==> src/rtl/turbo_duobin_enc_pkg.sv <==
// Shared constants for the duo-binary turbo encoder:
//   PB length table, pb_size codes, FSM state encoding, puncture masks,
//   and a helper that maps a pb_size code to its block length.
package turbo_duobin_enc_pkg;

  localparam int CNT_W = 12;

  localparam logic [CNT_W-1:0] PB_LEN16  = 12'd64;
  localparam logic [CNT_W-1:0] PB_LEN136 = 12'd544;
  localparam logic [CNT_W-1:0] PB_LEN520 = 12'd2080;

  localparam logic [1:0] PB_SZ_16  = 2'd0;
  localparam logic [1:0] PB_SZ_136 = 2'd1;
  localparam logic [1:0] PB_SZ_520 = 2'd2;
  localparam logic [1:0] PB_SZ_BAD = 2'd3;

  // par_keep bit order follows par_out = {p1, p2}
  localparam logic [1:0] KEEP_ALL = 2'b11;
  localparam logic [1:0] KEEP_P1  = 2'b10;
  localparam logic [1:0] KEEP_P2  = 2'b01;

  typedef enum logic [1:0] {
    ST_IDLE = 2'd0,
    ST_RUN  = 2'd1,
    ST_ERR  = 2'd2
  } state_e;

  // Illegal code maps to the shortest length; ERR absorbs that many symbols.
  function automatic logic [CNT_W-1:0] pb_len(input logic [1:0] code);
    case (code)
      PB_SZ_136: pb_len = PB_LEN136;
      PB_SZ_520: pb_len = PB_LEN520;
      default:   pb_len = PB_LEN16;
    endcase
  endfunction

endpackage

==> src/rtl/turbo_duobin_enc_rsc.sv <==
// 8-state duo-binary recursive systematic convolutional encoder slice.
//   clk, n_rst : clock, async active-low reset
//   en_i       : advance state with sym_i
//   clr_i      : synchronous clear (wins over en_i)
//   zero_i     : encode sym_i from state 0 instead of the held state
//   sym_i      : {A,B}
//   par_o      : parity of sym_i from the current state (combinational)
//   nxt_o      : post-update state {s1,s2,s3} (combinational)
module duobin_rsc (
  input  logic       clk,
  input  logic       n_rst,
  input  logic       en_i,
  input  logic       clr_i,
  input  logic       zero_i,
  input  logic [1:0] sym_i,
  output logic       par_o,
  output logic [2:0] nxt_o
);

  logic [2:0] state_q;
  logic [2:0] cur;
  logic       fb;

  // state bits: [2]=s1, [1]=s2, [0]=s3; sym bits: [1]=A, [0]=B
  always_comb begin
    cur   = zero_i ? 3'b000 : state_q;
    fb    = sym_i[1] ^ sym_i[0] ^ cur[1] ^ cur[0];
    par_o = fb ^ cur[2] ^ cur[0];
    nxt_o = {fb, cur[2] ^ sym_i[0], cur[1] ^ sym_i[0]};
  end

  always_ff @(posedge clk or negedge n_rst) begin
    if (!n_rst)      state_q <= 3'b000;
    else if (clr_i)  state_q <= 3'b000;
    else if (en_i)   state_q <= nxt_o;
  end

endmodule

==> src/rtl/turbo_duobin_enc.sv <==
// Duo-binary turbo encoder: two zero-started RSC encoders (natural and
// interleaved streams), systematic pass-through, punctured parity mask,
// final-state report for circulation-state correction.
//   clk, n_rst        : clock, async active-low reset
//   pb_size, rate_sel : block config, sampled on a block's first symbol
//   din, din_itl      : natural / interleaved {A,B}; din_vld qualifies both
//   sys_out, par_out  : registered systematic symbol and {p1,p2}
//   par_keep          : puncture mask for par_out (1 = transmit)
//   dout_vld          : output valid, 1 cycle after din_vld
//   blk_done          : pulse with the last symbol's dout_vld
//   fstate1, fstate2  : final encoder states, valid with blk_done
//   size_err          : pulse when a block starts with pb_size=3
module turbo_duobin_enc
  import turbo_duobin_enc_pkg::*;
(
  input  logic       clk,
  input  logic       n_rst,
  input  logic [1:0] pb_size,
  input  logic       rate_sel,
  input  logic [1:0] din,
  input  logic [1:0] din_itl,
  input  logic       din_vld,
  output logic [1:0] sys_out,
  output logic [1:0] par_out,
  output logic [1:0] par_keep,
  output logic       dout_vld,
  output logic       blk_done,
  output logic [2:0] fstate1,
  output logic [2:0] fstate2,
  output logic       size_err
);

  state_e           state_q, state_d;
  logic [CNT_W-1:0] cnt_q, cnt_d;
  logic [CNT_W-1:0] len_q, len_d;
  logic             rate_q, rate_d;

  logic             start, enc_en, last, err_start;
  logic [CNT_W-1:0] k, len;
  logic             rate;
  logic [1:0]       keep;

  // index 0 = natural stream, 1 = interleaved stream
  logic [1:0][1:0]  sym;
  logic [1:0]       par;
  logic [1:0][2:0]  nxt;

  assign sym = {din_itl, din};

  for (genvar g = 0; g < 2; g++) begin : g_enc
    duobin_rsc u_rsc (
      .clk    (clk),
      .n_rst  (n_rst),
      .en_i   (enc_en),
      .clr_i  (last),
      .zero_i (start),
      .sym_i  (sym[g]),
      .par_o  (par[g]),
      .nxt_o  (nxt[g])
    );
  end

  always_comb begin
    state_d   = state_q;
    cnt_d     = cnt_q;
    len_d     = len_q;
    rate_d    = rate_q;
    start     = 1'b0;
    enc_en    = 1'b0;
    err_start = 1'b0;
    k         = cnt_q;
    len       = len_q;
    rate      = rate_q;

    case (state_q)
      ST_IDLE: begin
        if (din_vld) begin
          len_d = pb_len(pb_size);
          if (pb_size == PB_SZ_BAD) begin
            err_start = 1'b1;
            state_d   = ST_ERR;
            cnt_d     = 12'd1;
          end else begin
            // first symbol uses the live config, not the latched one
            start  = 1'b1;
            enc_en = 1'b1;
            rate_d = rate_sel;
            k      = '0;
            len    = pb_len(pb_size);
            rate   = rate_sel;
          end
        end
      end
      ST_RUN: begin
        if (din_vld) enc_en = 1'b1;
      end
      ST_ERR: begin
        if (din_vld) begin
          if (cnt_q == PB_LEN16 - 12'd1) begin
            state_d = ST_IDLE;
            cnt_d   = '0;
          end else begin
            cnt_d = cnt_q + 12'd1;
          end
        end
      end
      default: state_d = ST_IDLE;
    endcase

    last = enc_en && (k == len - 12'd1);

    if (enc_en) begin
      if (last) begin
        state_d = ST_IDLE;
        cnt_d   = '0;
      end else begin
        state_d = ST_RUN;
        cnt_d   = k + 12'd1;
      end
    end

    keep = rate ? (k[0] ? KEEP_P2 : KEEP_P1) : KEEP_ALL;
  end

  always_ff @(posedge clk or negedge n_rst) begin
    if (!n_rst) begin
      state_q  <= ST_IDLE;
      cnt_q    <= '0;
      len_q    <= '0;
      rate_q   <= 1'b0;
      sys_out  <= '0;
      par_out  <= '0;
      par_keep <= '0;
      dout_vld <= 1'b0;
      blk_done <= 1'b0;
      fstate1  <= '0;
      fstate2  <= '0;
      size_err <= 1'b0;
    end else begin
      state_q  <= state_d;
      cnt_q    <= cnt_d;
      len_q    <= len_d;
      rate_q   <= rate_d;
      dout_vld <= enc_en;
      blk_done <= last;
      size_err <= err_start;
      if (enc_en) begin
        sys_out  <= din;
        par_out  <= {par[0], par[1]};
        par_keep <= keep;
      end
      if (last) begin
        fstate1 <= nxt[0];
        fstate2 <= nxt[1];
      end
    end
  end

endmodule

==> config.mk <==
export PLATFORM = sky130hd
export DESIGN_NAME = turbo_duobin_enc
export DESIGN_NICKNAME = d
export VERILOG_FILES = /design/src/rtl/turbo_duobin_enc_pkg.sv /design/src/rtl/turbo_duobin_enc_rsc.sv /design/src/rtl/turbo_duobin_enc.sv
export SDC_FILE = /design/constraint.sdc
export NUM_CORES = 1
export LEC_CHECK = 0
export CORE_ASPECT_RATIO = 0.8
export CORE_UTILIZATION = 40
export DETAILED_ROUTE_END_ITERATION = 8
export GPL_ROUTABILITY_DRIVEN = 0
export HOLD_SLACK_MARGIN = 0.03
export PLACE_DENSITY = 0.71
export SLEW_MARGIN = 25
export SYNTH_ARGS = -nofsm -noshare
export SYNTH_HDL_FRONTEND = slang
export SYNTH_SLANG_ARGS = --single-unit
==> constraint.sdc <==
create_clock -name clk -period 10.8 [get_ports clk]
set_input_delay 1.08 -clock clk [delete_from_list [all_inputs] [get_ports clk]]
set_output_delay 1.08 -clock clk [all_outputs]
set_load 0.02 [all_outputs]
# [After elaboration in Yosys (flattened, before gate mapping)]
# Cells that the tools add are included.
[op_classes] addsub=3 n_mul=0 n_div=0 magnitude_cmp=0 eq_ne=12 n_shift=0 n_mux=40 bitwise=14 n_reduce_logical=7
[ops] operator="$mux W12" count=12
[ops] operator="$pmux W12 S2" count=2
[ops] operator="$add A12 B1 Y12 const B" count=2
[ops] operator="$mux W3" count=6
[ops] operator="$mux W2" count=7
[ops] operator="$xor A1 B1 Y1" count=14
[ops] operator="$eq A12 B12 Y1" count=1
[ops] operator="$eq A12 B6 Y1 const B" count=1
[ops] operator="$ne A3 B3 Y1 const B" count=4
[ops] operator="$sub A12 B1 Y12 const B" count=1
[ops] operator="$mux W1" count=11
[ops] operator="$eq A2 B2 Y1 const B" count=3
[ops] operator="$pmux W2 S3" count=1
[ops] operator="$reduce_and A5 Y1" count=1
[ops] operator="$eq A2 B1 Y1 const B" count=2
[ops] operator="$reduce_and A4 Y1" count=1
[ops] operator="$reduce_bool A3 Y1" count=1
[ops] operator="$logic_not A2 Y1" count=1
[ops] operator="$ne A2 B2 Y1 const B" count=1
[ops] operator="$pmux W1 S2" count=1
[ops] operator="$reduce_and A2 Y1" count=1
[ops] operator="$reduce_bool A2 Y1" count=1
[ops] operator="$logic_and A1 B1 Y1" count=1
[word_totals] regBits=48 latch_bits=0 mem_bits_rw=0 rom_bits=0 output_inout_bits=15 memories=0

# [Longest topological paths before layout]
# Gate-level depths: netlist (run 1).
[depth] ltp_word=10 mapped_depth=14 ltp_nobuf=13

# [Modules after synthesis]
# Synthesis (run 1) repeated with hierarchy kept, for this count alone.
[unflattened] cells_unflattened=272 area_unflattened_um2=2662.6
[modules_own_cells] mod="turbo_duobin_enc" n_inst=1 cells_each=220 area_each_um2=2147.1
[modules_own_cells] mod="duobin_rsc" n_inst=2 cells_each=26 area_each_um2=257.7

# [Least setup slack after synthesis (run 1)]
# Ideal clock, no wire load.
[synth_timing] path_kind="input-to-reg" startpoint="in pb_size[0]" endpoint="reg cnt_q[10]" setup_time_ns=0.135 arrival_ns=4.277 required_ns=10.665 setup_slack_ns=6.388 stages=14 n_path_buf=2 path_cell_list="ha_1 or4b_1 buf_2 buf_6 nor2_1 a21oi_1 ha_1 ha_1 o2bb2ai_1 or4b_2 mux2i_2 a31oi_4 a311o_1 o21bai_1"
[synth_between] elab_chain_len=10
[synth_lines] element="from (decl)" line_no="turbo_duobin_enc.sv:18" rtl="input logic [1:0] pb_size,"
[synth_lines] element="$eq A2 B2 Y1 or $eq A2 B1 Y1 (tied branches)" line_no="turbo_duobin_enc_pkg.sv:30" rtl="case (code)"
[synth_lines] element="$pmux W12 S2" line_no="turbo_duobin_enc_pkg.sv:30"
[synth_lines] element="$mux W12" line_no="turbo_duobin_enc.sv:79" rtl="if (pb_size == PB_SZ_BAD) begin"
[synth_lines] element="$mux W12" line_no="turbo_duobin_enc.sv:77" rtl="if (din_vld) begin"
[synth_lines] element="$mux W12" line_no="turbo_duobin_enc.sv:75" rtl="case (state_q)"
[synth_lines] element="$sub A12 B1 Y12" line_no="turbo_duobin_enc.sv:110" rtl="last = enc_en && (k == len - 12'd1);"
[synth_lines] element="$eq A12 B12 Y1" line_no="turbo_duobin_enc.sv:110"
[synth_lines] element="$logic_and A1 B1 Y1" line_no="turbo_duobin_enc.sv:110"
[synth_lines] element="$mux W12" line_no="turbo_duobin_enc.sv:113" rtl="if (last) begin"
[synth_lines] element="$mux W12" line_no="turbo_duobin_enc.sv:112" rtl="if (enc_en) begin"
[synth_lines] element="to (signal assigned)" line_no="turbo_duobin_enc.sv:141" rtl="cnt_q <= cnt_d;"
[synth_lines] element="to (decl)" line_no="turbo_duobin_enc.sv:34" rtl="logic [CNT_W-1:0] cnt_q, cnt_d;"
# Parallel ways exist; a longest one is shown, timed or not.
# A chain may end at the register's enable or synchronous reset.

# [Worst setup path after layout (run 1)]
[layout_timing] startpoint="in pb_size[0]" endpoint="reg fstate2[1]"
[layout_between] elab_chain_len=8
[layout_lines] element="$eq A2 B2 Y1 or $eq A2 B1 Y1 (tied branches)" line_no="turbo_duobin_enc_pkg.sv:30"
[layout_lines] element="$pmux W12 S2" line_no="turbo_duobin_enc_pkg.sv:30"
[layout_lines] element="$mux W12" line_no="turbo_duobin_enc.sv:79"
[layout_lines] element="$mux W12" line_no="turbo_duobin_enc.sv:77"
[layout_lines] element="$mux W12" line_no="turbo_duobin_enc.sv:75"
[layout_lines] element="$sub A12 B1 Y12" line_no="turbo_duobin_enc.sv:110"
[layout_lines] element="$eq A12 B12 Y1" line_no="turbo_duobin_enc.sv:110"
[layout_lines] element="$logic_and A1 B1 Y1" line_no="turbo_duobin_enc.sv:110"
[layout_lines] element="to (signal assigned)" line_no="turbo_duobin_enc.sv:154" rtl="fstate2 <= nxt[1];"
[layout_lines] element="to (decl)" line_no="turbo_duobin_enc.sv:29" rtl="output logic [2:0] fstate2,"
# Parallel ways exist; a longest one is shown, timed or not.

==> metrics.md, run 1 <==
| Metric | Value |
|---|---|
| Outcome | `finished, final reports clean` |
| Routed Antenna Nets | `0` |
| Final Skew | `approximately 0.0034 ns` |
| CTS tree | `yes` |
| Critical path arrival | `5.36 ns` |
| Comb pwr share | `30.7%` |
| Multi-input logic area | `1380 um^2` |
| Finished Layout Cells | `373` |
| Clk slew on worst S/H paths | `about 0.09 ns` |
| Initial antenna violation count | `0` |
| # diodes | `0` |
| Endpoints failing setup | `0` |
| Mean Syn Cell Area | `9.09 um^2` |
| Hold_buf cts | `0` |
| Post-CTS Setup Bufs | `0` |
| Die height | `72.6 um` |
| Required time worst endpoint | `10.98 ns` |
| Synth cell types | `63` |
| CP Capture Type | `flip-flop` |
| Site Rows | `25` |
| Warnings, synthesis | `0` |
| Layout Cell Area excl Fill | `2880 um^2` |
| Syn Nets | `between 200 and 300` |
| Rel. slew slack | `39.7%` |
| Initial core utilization | `41.9%` |
| Slowest cell on crit path | `or4b_1` |
| Sw power | `0.157 mW` |
| Worst path most repeated cell | `ha_1` |
| Switching share of power | `33.7%` |
| P&R area growth vs syn | `15.5%` |
| DRT iter0 DRCs | `95` |
| Flop pwr share | `41.9%` |
| Max Clk Rate | `193 MHz` |
| Max Fanout on Critical Path | `13` |
| First-pass GRT wire length | `9390 um` |
| Post-Syn Area | `around 2500 um^2` |
| Clock sink total | `40` |
| Number of flops mapped to enable cells by yosys | `0` |
| Pwr per Cell Area | `roughly 160 nW/um^2` |
| Vias in the first global route | `1928` |
| TritonCTS buffer count | `5` |
| Dpl cell area | `2760 um^2` |
| RSZ-0062 raised after global routing | `false` |
| Clk_lat worst skew | `roughly 0.29 ns` |
| Final net count | `309` |
| Total core area | `5940 um^2` |
| Post-cts resize count | `0` |
| Post-Synthesis Cells | `274` |
| Max stage delay on crit path | `a little under 0.8 ns` |
| Final min period | `5.18 ns` |
| Global route total overflow | `0` |
| Clock power share | `a little over a quarter` |
| Most common flop cell mapped by yosys | `dfrtp_1` |
| CTS H-tree lvls | `2` |
| Final period utilization | `about 48%` |
| Worst-margin pin slew | `0.904 ns` |
| Hold Path Class | `reg2reg` |
| Share of flip-flops with an asynchronous set or reset | `100%` |
| DR pass1 iterations | `4` |
| Max-capacitance violation count | `0` |
| Clk root buf | `clkbuf_8` |
| Final Hold Viols | `0` |
| Via count | `roughly 2100` |
| DRC | `0` |
| Yosys reg bits | `40` |
| Slew Limit Fails | `0` |
| Via/cell ratio | `5.55` |
| VDD IR max | `0.0000654 V` |
| Startpoint Class | `input pin` |
| Clk buf depth | `2` |
| Final WS setup | `5.62 ns` |
| Routed WL per cell | `14.5 um` |
| Largest net degree at the start of global routing | `just over 40` |
| Tot GR Track Use | `18.0%` |
| DP Cell Count | `365` |
| Share of layout cells above drive strength 1 | `11.6%` |
| Internal power | `0.309 mW` |
| Post-Route WL | `5420 um` |
| I/O Pins | `25` |
| Port Buffers | `24` |
| Die Wd | `90.2 um` |
| Pre-CTS WS | `5.33 ns` |
| WS Path Type | `in2reg` |
| # fillers | `562` |
| Setup TNS | `0 ns` |
| Leak pwr | `~1.2 nW` |
| Register area | `1000 um^2` |
| CP Cell Sequence | `clkdlybuf4s50_1, ha_1, or4b_1, mux2i_4, ha_1, ha_1, o2bb2ai_1, or4b_2, mux2i_2, nand4_2, mux2_2` |
| Post-DP HPWL | `3870 um` |
| Die footprint | `around 6500 um^2` |
| Post-synthesis sequential area ratio | `40.2%` |
[power groups by stage]
stage	registers, mW	clock network (mW)	logic [mW]
2_1_floorplan	0.201	0	0.0992
3_3_place_gp	0.197	0	0.142
3_5_place_dp	0.198	0	0.144
4_1_cts	0.195	0.131	0.145
5_1_grt	0.200	0.137	0.163
6_report	0.195	0.128	0.143
[path summary, 6_finish.rpt]
check                                       start  cells past startpoint                     end  slack (ns)
min                        sys_out[0]$_DFFE_PN0N_                      2  sys_out[0]$_DFFE_PN0N_        0.48
min reg2reg                sys_out[0]$_DFFE_PN0N_                      2  sys_out[0]$_DFFE_PN0N_        0.48
max                                    pb_size[0]                     11  fstate2[1]$_DFFE_PN0N_        5.62
min in group asynchronous                   n_rst                      1    cnt_q[8]$_DFFE_PN0P_        0.91
max reg2reg                state_q[1]$_DFFE_PN0P_                      9  fstate2[1]$_DFFE_PN0N_        6.60
max in group asynchronous                   n_rst                      1   len_q[11]$_DFFE_PN0P_        9.32
[state kept, by name, indices dropped and copies added (netlist names)]
name	cells
cnt_q	12
g_enc.u_rsc.state_q	6
len_q	4
fstate1	3
fstate2	3
par_keep	2
par_out	2
state_q	2
sys_out	2
blk_done	1
dout_vld	1
rate_q	1
size_err	1
[cells in the mapped netlist (2+ instances only)]
| cell | count | area [um^2] |
|---|---|---|
| or2_2 | 2 | 12.5 |
| ha_1 | 8 | 100 |
| a21oi_1 | 9 | 45.0 |
| a21boi_0 | 2 | 15.0 |
| nand2_2 | 2 | 12.5 |
| clkbuf_1 | 10 | 37.5 |
| o21ai_1 | 3 | 15.0 |
| nor3_1 | 6 | 30.0 |
| inv_1 | 10 | 37.5 |
| o31ai_1 | 5 | 37.5 |
| buf_6 | 2 | 22.5 |
| nor2_1 | 16 | 60.1 |
| o21ai_0 | 18 | 90.1 |
| xor2_1 | 2 | 17.5 |
| mux2_2 | 5 | 56.3 |
| nand2b_1 | 2 | 12.5 |
| xor2_2 | 4 | 65.1 |
| and2_1 | 3 | 18.8 |
| nor2b_1 | 3 | 18.8 |
| nand3_1 | 12 | 60.1 |
| buf_2 | 2 | 10.0 |
| or4b_1 | 2 | 20.0 |
| nand2_1 | 48 | 180 |
| a22oi_1 | 2 | 15.0 |
| mux2i_1 | 4 | 40.0 |
| xnor2_1 | 8 | 70.1 |
| dfrtp_1 | 40 | 1000 |
| o22ai_1 | 2 | 12.5 |
| nand4_1 | 4 | 25.0 |
| o211ai_1 | 3 | 22.5 |
| a31oi_1 | 3 | 18.8 |
[through the flow]
step | utilization, % | total power, mW | hold WS (ns)
finish | 48.4 | 0.466 | 0.478
CTS | 48.4 | 0.471 | 0.485
floorplan | - | 0.300 | 0.448
global placement | 46.4 | 0.339 | 0.457
detailed placement | 46.4 | 0.342 | 0.462
global route | 48.4 | 0.500 | 0.500
[logic make-up (layout without fill, tap and decap cells)]
kind of cell,after synthesis,in the layout,share of synthesized area [%]
buffers and inverters,25,43,4.47
AND/OR/NAND/NOR,113,113,22.7
multiplexers,11,11,5.33
XOR/XNOR,14,14,6.13
flip-flops,40,40,40.2
AO/OA/AOI/OAI,63,63,17.2
adder cells (fa/ha/maj),8,8,4.02
[worst max-delay path, delay by kind of cell]
| family | cells | cell delay, ns |
|---|---|---|
| AO/OA/AOI/OAI | 1 | 0.09 |
| adder cells (fa/ha/maj) | 3 | 0.87 |
| buffers and inverters | 1 | 0.47 |
| multiplexers | 3 | 1.06 |
| AND/OR/NAND/NOR | 3 | 1.79 |
[cell type report]
class                           count  share of cell area (%)
Inverter                           10                    1.31
Clock inverter                      3                    1.61
Multi-Input combinational cell    209                    47.9
Sequential cell                    40                    34.8
Clock buffer                        5                    2.39
Timing Repair Buffer               25                    8.44
Tap cell                           81                    3.52
[cells in the final DEF (no fill, tap or decap), types with 3 or more instances in the layout]
master,instances
nor2b_1,3
dfrtp_1,40
o21ai_0,18
mux2_2,5
a21oi_1,9
xnor2_1,8
and2_1,3
o31ai_1,5
ha_1,8
xor2_2,4
nand3_1,12
a31oi_1,3
inv_1,10
mux2i_1,4
nand2_1,48
nor3_1,6
clkbuf_8,5
o21ai_1,3
nor2_1,16
o211ai_1,3
clkdlybuf4s50_1,23
nand4_1,4
[per-layer routing]
layer	up-vias	routed length, um	GRT usage [%]
li1	1010	-	-
met1	1002	2670	25.8
met2	54	2380	27.9
met3	6	313	3.88
met4	0	62	4.66
met5	-	0	0
Note: power is estimated with default switching activity, not from simulation.
==> run 2, diff against run 1 <==
Settings changed: PLACE_DENSITY 0.71 to 0.74.
Clock period 10.8 ns to 4.6 ns, I/O delays scaled along.
==> run 2 against run 1 <==
Net effect: non-clock buffer count grew 5; via count rose by 2.5%; register-to-register slack worse by 6.0 ns; sequential cell count did not move; hold slack worse by 0.19 ns; utilization is 0.63 points higher; clock skew grew 0.0035 ns; power is 140% higher; setup slack got worse by 5.3 ns; global-route usage up 1.1 points; sequential power increased by 130%; critical path type unchanged; critical endpoint is now cnt_q[10]$_DFFE_PN0P_.
==> metrics.md, run 2 (synthesized netlist as in run 1, its figures left out) <==
| Metric | Value |
|---|---|
| R2R Setup Slk | `0.64 ns` |
| Initial core utilization | `41.9%` |
| Slowest cell on crit path | `or4b_1` |
| Commonest non-fill, non-tap cell in the layout | `nand2_1` |
| Largest net degree at the start of global routing | `41` |
| Post-Route WL | `slightly below 6000 um` |
| CTS H-tree lvls | `2` |
| Clk buf depth | `2` |
| # diodes | `0` |
| Hold Path Class | `in2async` |
| Die Wd | `approximately 90 um` |
| Die footprint | `6550 um^2` |
| # fillers | `roughly 560` |
| Most frequent cells in the layout | `48 x nand2_1, 40 x dfrtp_1, 23 x clkdlybuf4s50_1, 18 x o21ai_0, 16 x nor2_1` |
| Hold slack final | `0.290 ns` |
| Slew Limit Fails | `0` |
| Worst path most repeated cell | `ha_1` |
| Required time worst endpoint | `between 4 and 5 ns` |
| Max Fanout on Critical Path | `9` |
| Reg with most FFs | `cnt_q` |
| Tot GR Track Use | `around a fifth` |
| Share of layout cells above drive strength 1 | `13.1%` |
| Clk_lat worst skew | `roughly 0.30 ns` |
| Final period utilization | `93.5%` |
| Outcome | `finished, final reports clean` |
| Max stage delay on crit path | `0.66 ns` |
| TritonCTS buffer count | `5` |
| Routed Antenna Nets | `0` |
| Total core area | `5940 um^2` |
| Max-capacitance violation count | `0` |
| Post-cts resize count | `0` |
| Via count | `2124` |
| Post-DP HPWL | `4170 um` |
| Post-CTS Setup Bufs | `0` |
| Final min period | `4.30 ns` |
| CP Capture Type | `flip-flop` |
| Final WS setup | `0.301 ns` |
| Hold_buf cts | `0` |
| Setup TNS | `0 ns` |
| Via/cell ratio | `between 5 and 6` |
| Final Hold Viols | `0` |
| Routed WL per cell | `15.5 um` |
| P&R area growth vs syn | `17.0%` |
| CP Cell Sequence | `clkdlybuf4s50_1, ha_1, or4b_1, mux2i_4, ha_1, ha_1, o2bb2ai_1, or4b_2, mux2i_2, a31oi_4, a311o_1, o21bai_1` |
| Final Skew | `about 0.0069 ns` |
| Port Buffers | `24` |
| Rel. slew slack | `38.4%` |
| First-pass GRT wire length | `9940 um` |
| Startpoint Class | `input pin` |
| Clk root buf | `clkbuf_8` |
| VDD IR max | `0.000147 V` |
| Vias in the first global route | `2053` |
| WS Path Type | `in2reg` |
| DRT iter0 DRCs | `218` |
| Biggest regs | `cnt_q x12, g_enc.u_rsc.state_q x6, len_q x4` |
| Endpoints failing setup | `0` |
| Site Rows | `25` |
| Max Clk Rate | `233 MHz` |
| I/O Pins | `25` |
| Clk slew on worst S/H paths | `0.09 ns` |
| Clock sink total | `40` |
| Die height | `72.6 um` |
| Pwr per Cell Area | `381 nW/um^2` |
| CTS tree | `yes` |
| Final net count | `314` |
| Delay-heaviest family, CP | `simple AND/OR/NAND/NOR gates` |
| Critical path arrival | `4.49 ns` |
| Global route total overflow | `0` |
| DR pass1 iterations | `4` |
| Leak pwr | `1.21 nW` |
| Crit path buffers/inverters | `1` |
| Worst-margin pin slew | `between 0.9 and 1 ns` |
| Initial antenna violation count | `0` |
| RSZ-0062 raised after global routing | `false` |
| DRC | `0` |
| Largest register FFs | `12` |
| Pre-CTS WS | `0.00649 ns` |
## run 2: cell count changes in the layout (fill, tap and decap cells not counted)
cell | previous run | this run
buf_4 | 1 | 6
## run 2: path summary, 6_finish.rpt
kind / from / endpoint / depth (start not counted)
setup reg to reg: state_q[1]$_DFFE_PN0P_ / cnt_q[10]$_DFFE_PN0P_ / 10
setup / recovery: pb_size[0] / cnt_q[10]$_DFFE_PN0P_ / 12
hold reg to reg: sys_out[1]$_DFFE_PN0N_ / sys_out[1]$_DFFE_PN0N_ / 2
min in group clk: sys_out[1]$_DFFE_PN0N_ / sys_out[1]$_DFFE_PN0N_ / 2
max in group asynchronous: n_rst / len_q[9]$_DFFE_PN0P_ / 1
hold / removal: n_rst / par_out[1]$_DFFE_PN0N_ / 1
## run 2: power by group
part,internal (mW),switching [mW],total [mW]
Sequential,0.410,0.0478,0.458
Clock,0.164,0.142,0.306
Combinational,0.157,0.190,0.347
Total,0.731,0.380,1.11
## run 2: stage by stage
| stage | area [um^2] | utilization [%] | cells | power [mW] |
|---|---|---|---|---|
| floorplan | 2490 | - | 274 | 0.705 |
| global placement | 2800 | 47.1 | 370 | 0.797 |
| detailed placement | 2800 | 47.1 | 370 | 0.810 |
| CTS | 2910 | 49.0 | 378 | 1.11 |
| global route | 2910 | 49.0 | 378 | 1.18 |
| finish | 2910 | 49.0 | 378 | 1.11 |
## run 2: area by class of cell
class | count | area, um^2 | area share, %
inverters | 10 | 37.5 | 1.29
flip-flops and latches | 40 | 1000 | 34.4
clock inverters | 3 | 46.3 | 1.59
clock buffers | 5 | 68.8 | 2.36
well taps | 81 | 101 | 3.48
repair buffers | 30 | 280 | 9.62
multi-input cells | 209 | 1380 | 47.3
## run 2: worst register-to-register path, delay by kind of cell, from the launching register on
| kind | cells | cell delay [ns] |
|---|---|---|
| adder cells (fa/ha/maj) | 2 | 0.59 |
| AND/OR/NAND/NOR | 2 | 1.39 |
| AO/OA/AOI/OAI | 4 | 0.80 |
| flip-flops | 1 | 0.49 |
| multiplexers | 2 | 0.57 |
## run 2: metal layers
| layer | routed length (um) | vias up | GRT usage, % |
|---|---|---|---|
| met5 | 0 | - | 0 |
| met4 | 59 | 0 | 5.02 |
| met3 | 415 | 7 | 3.67 |
| met2 | 2570 | 82 | 30.3 |
| met1 | 2820 | 1018 | 27.2 |
| li1 | - | 1017 | - |
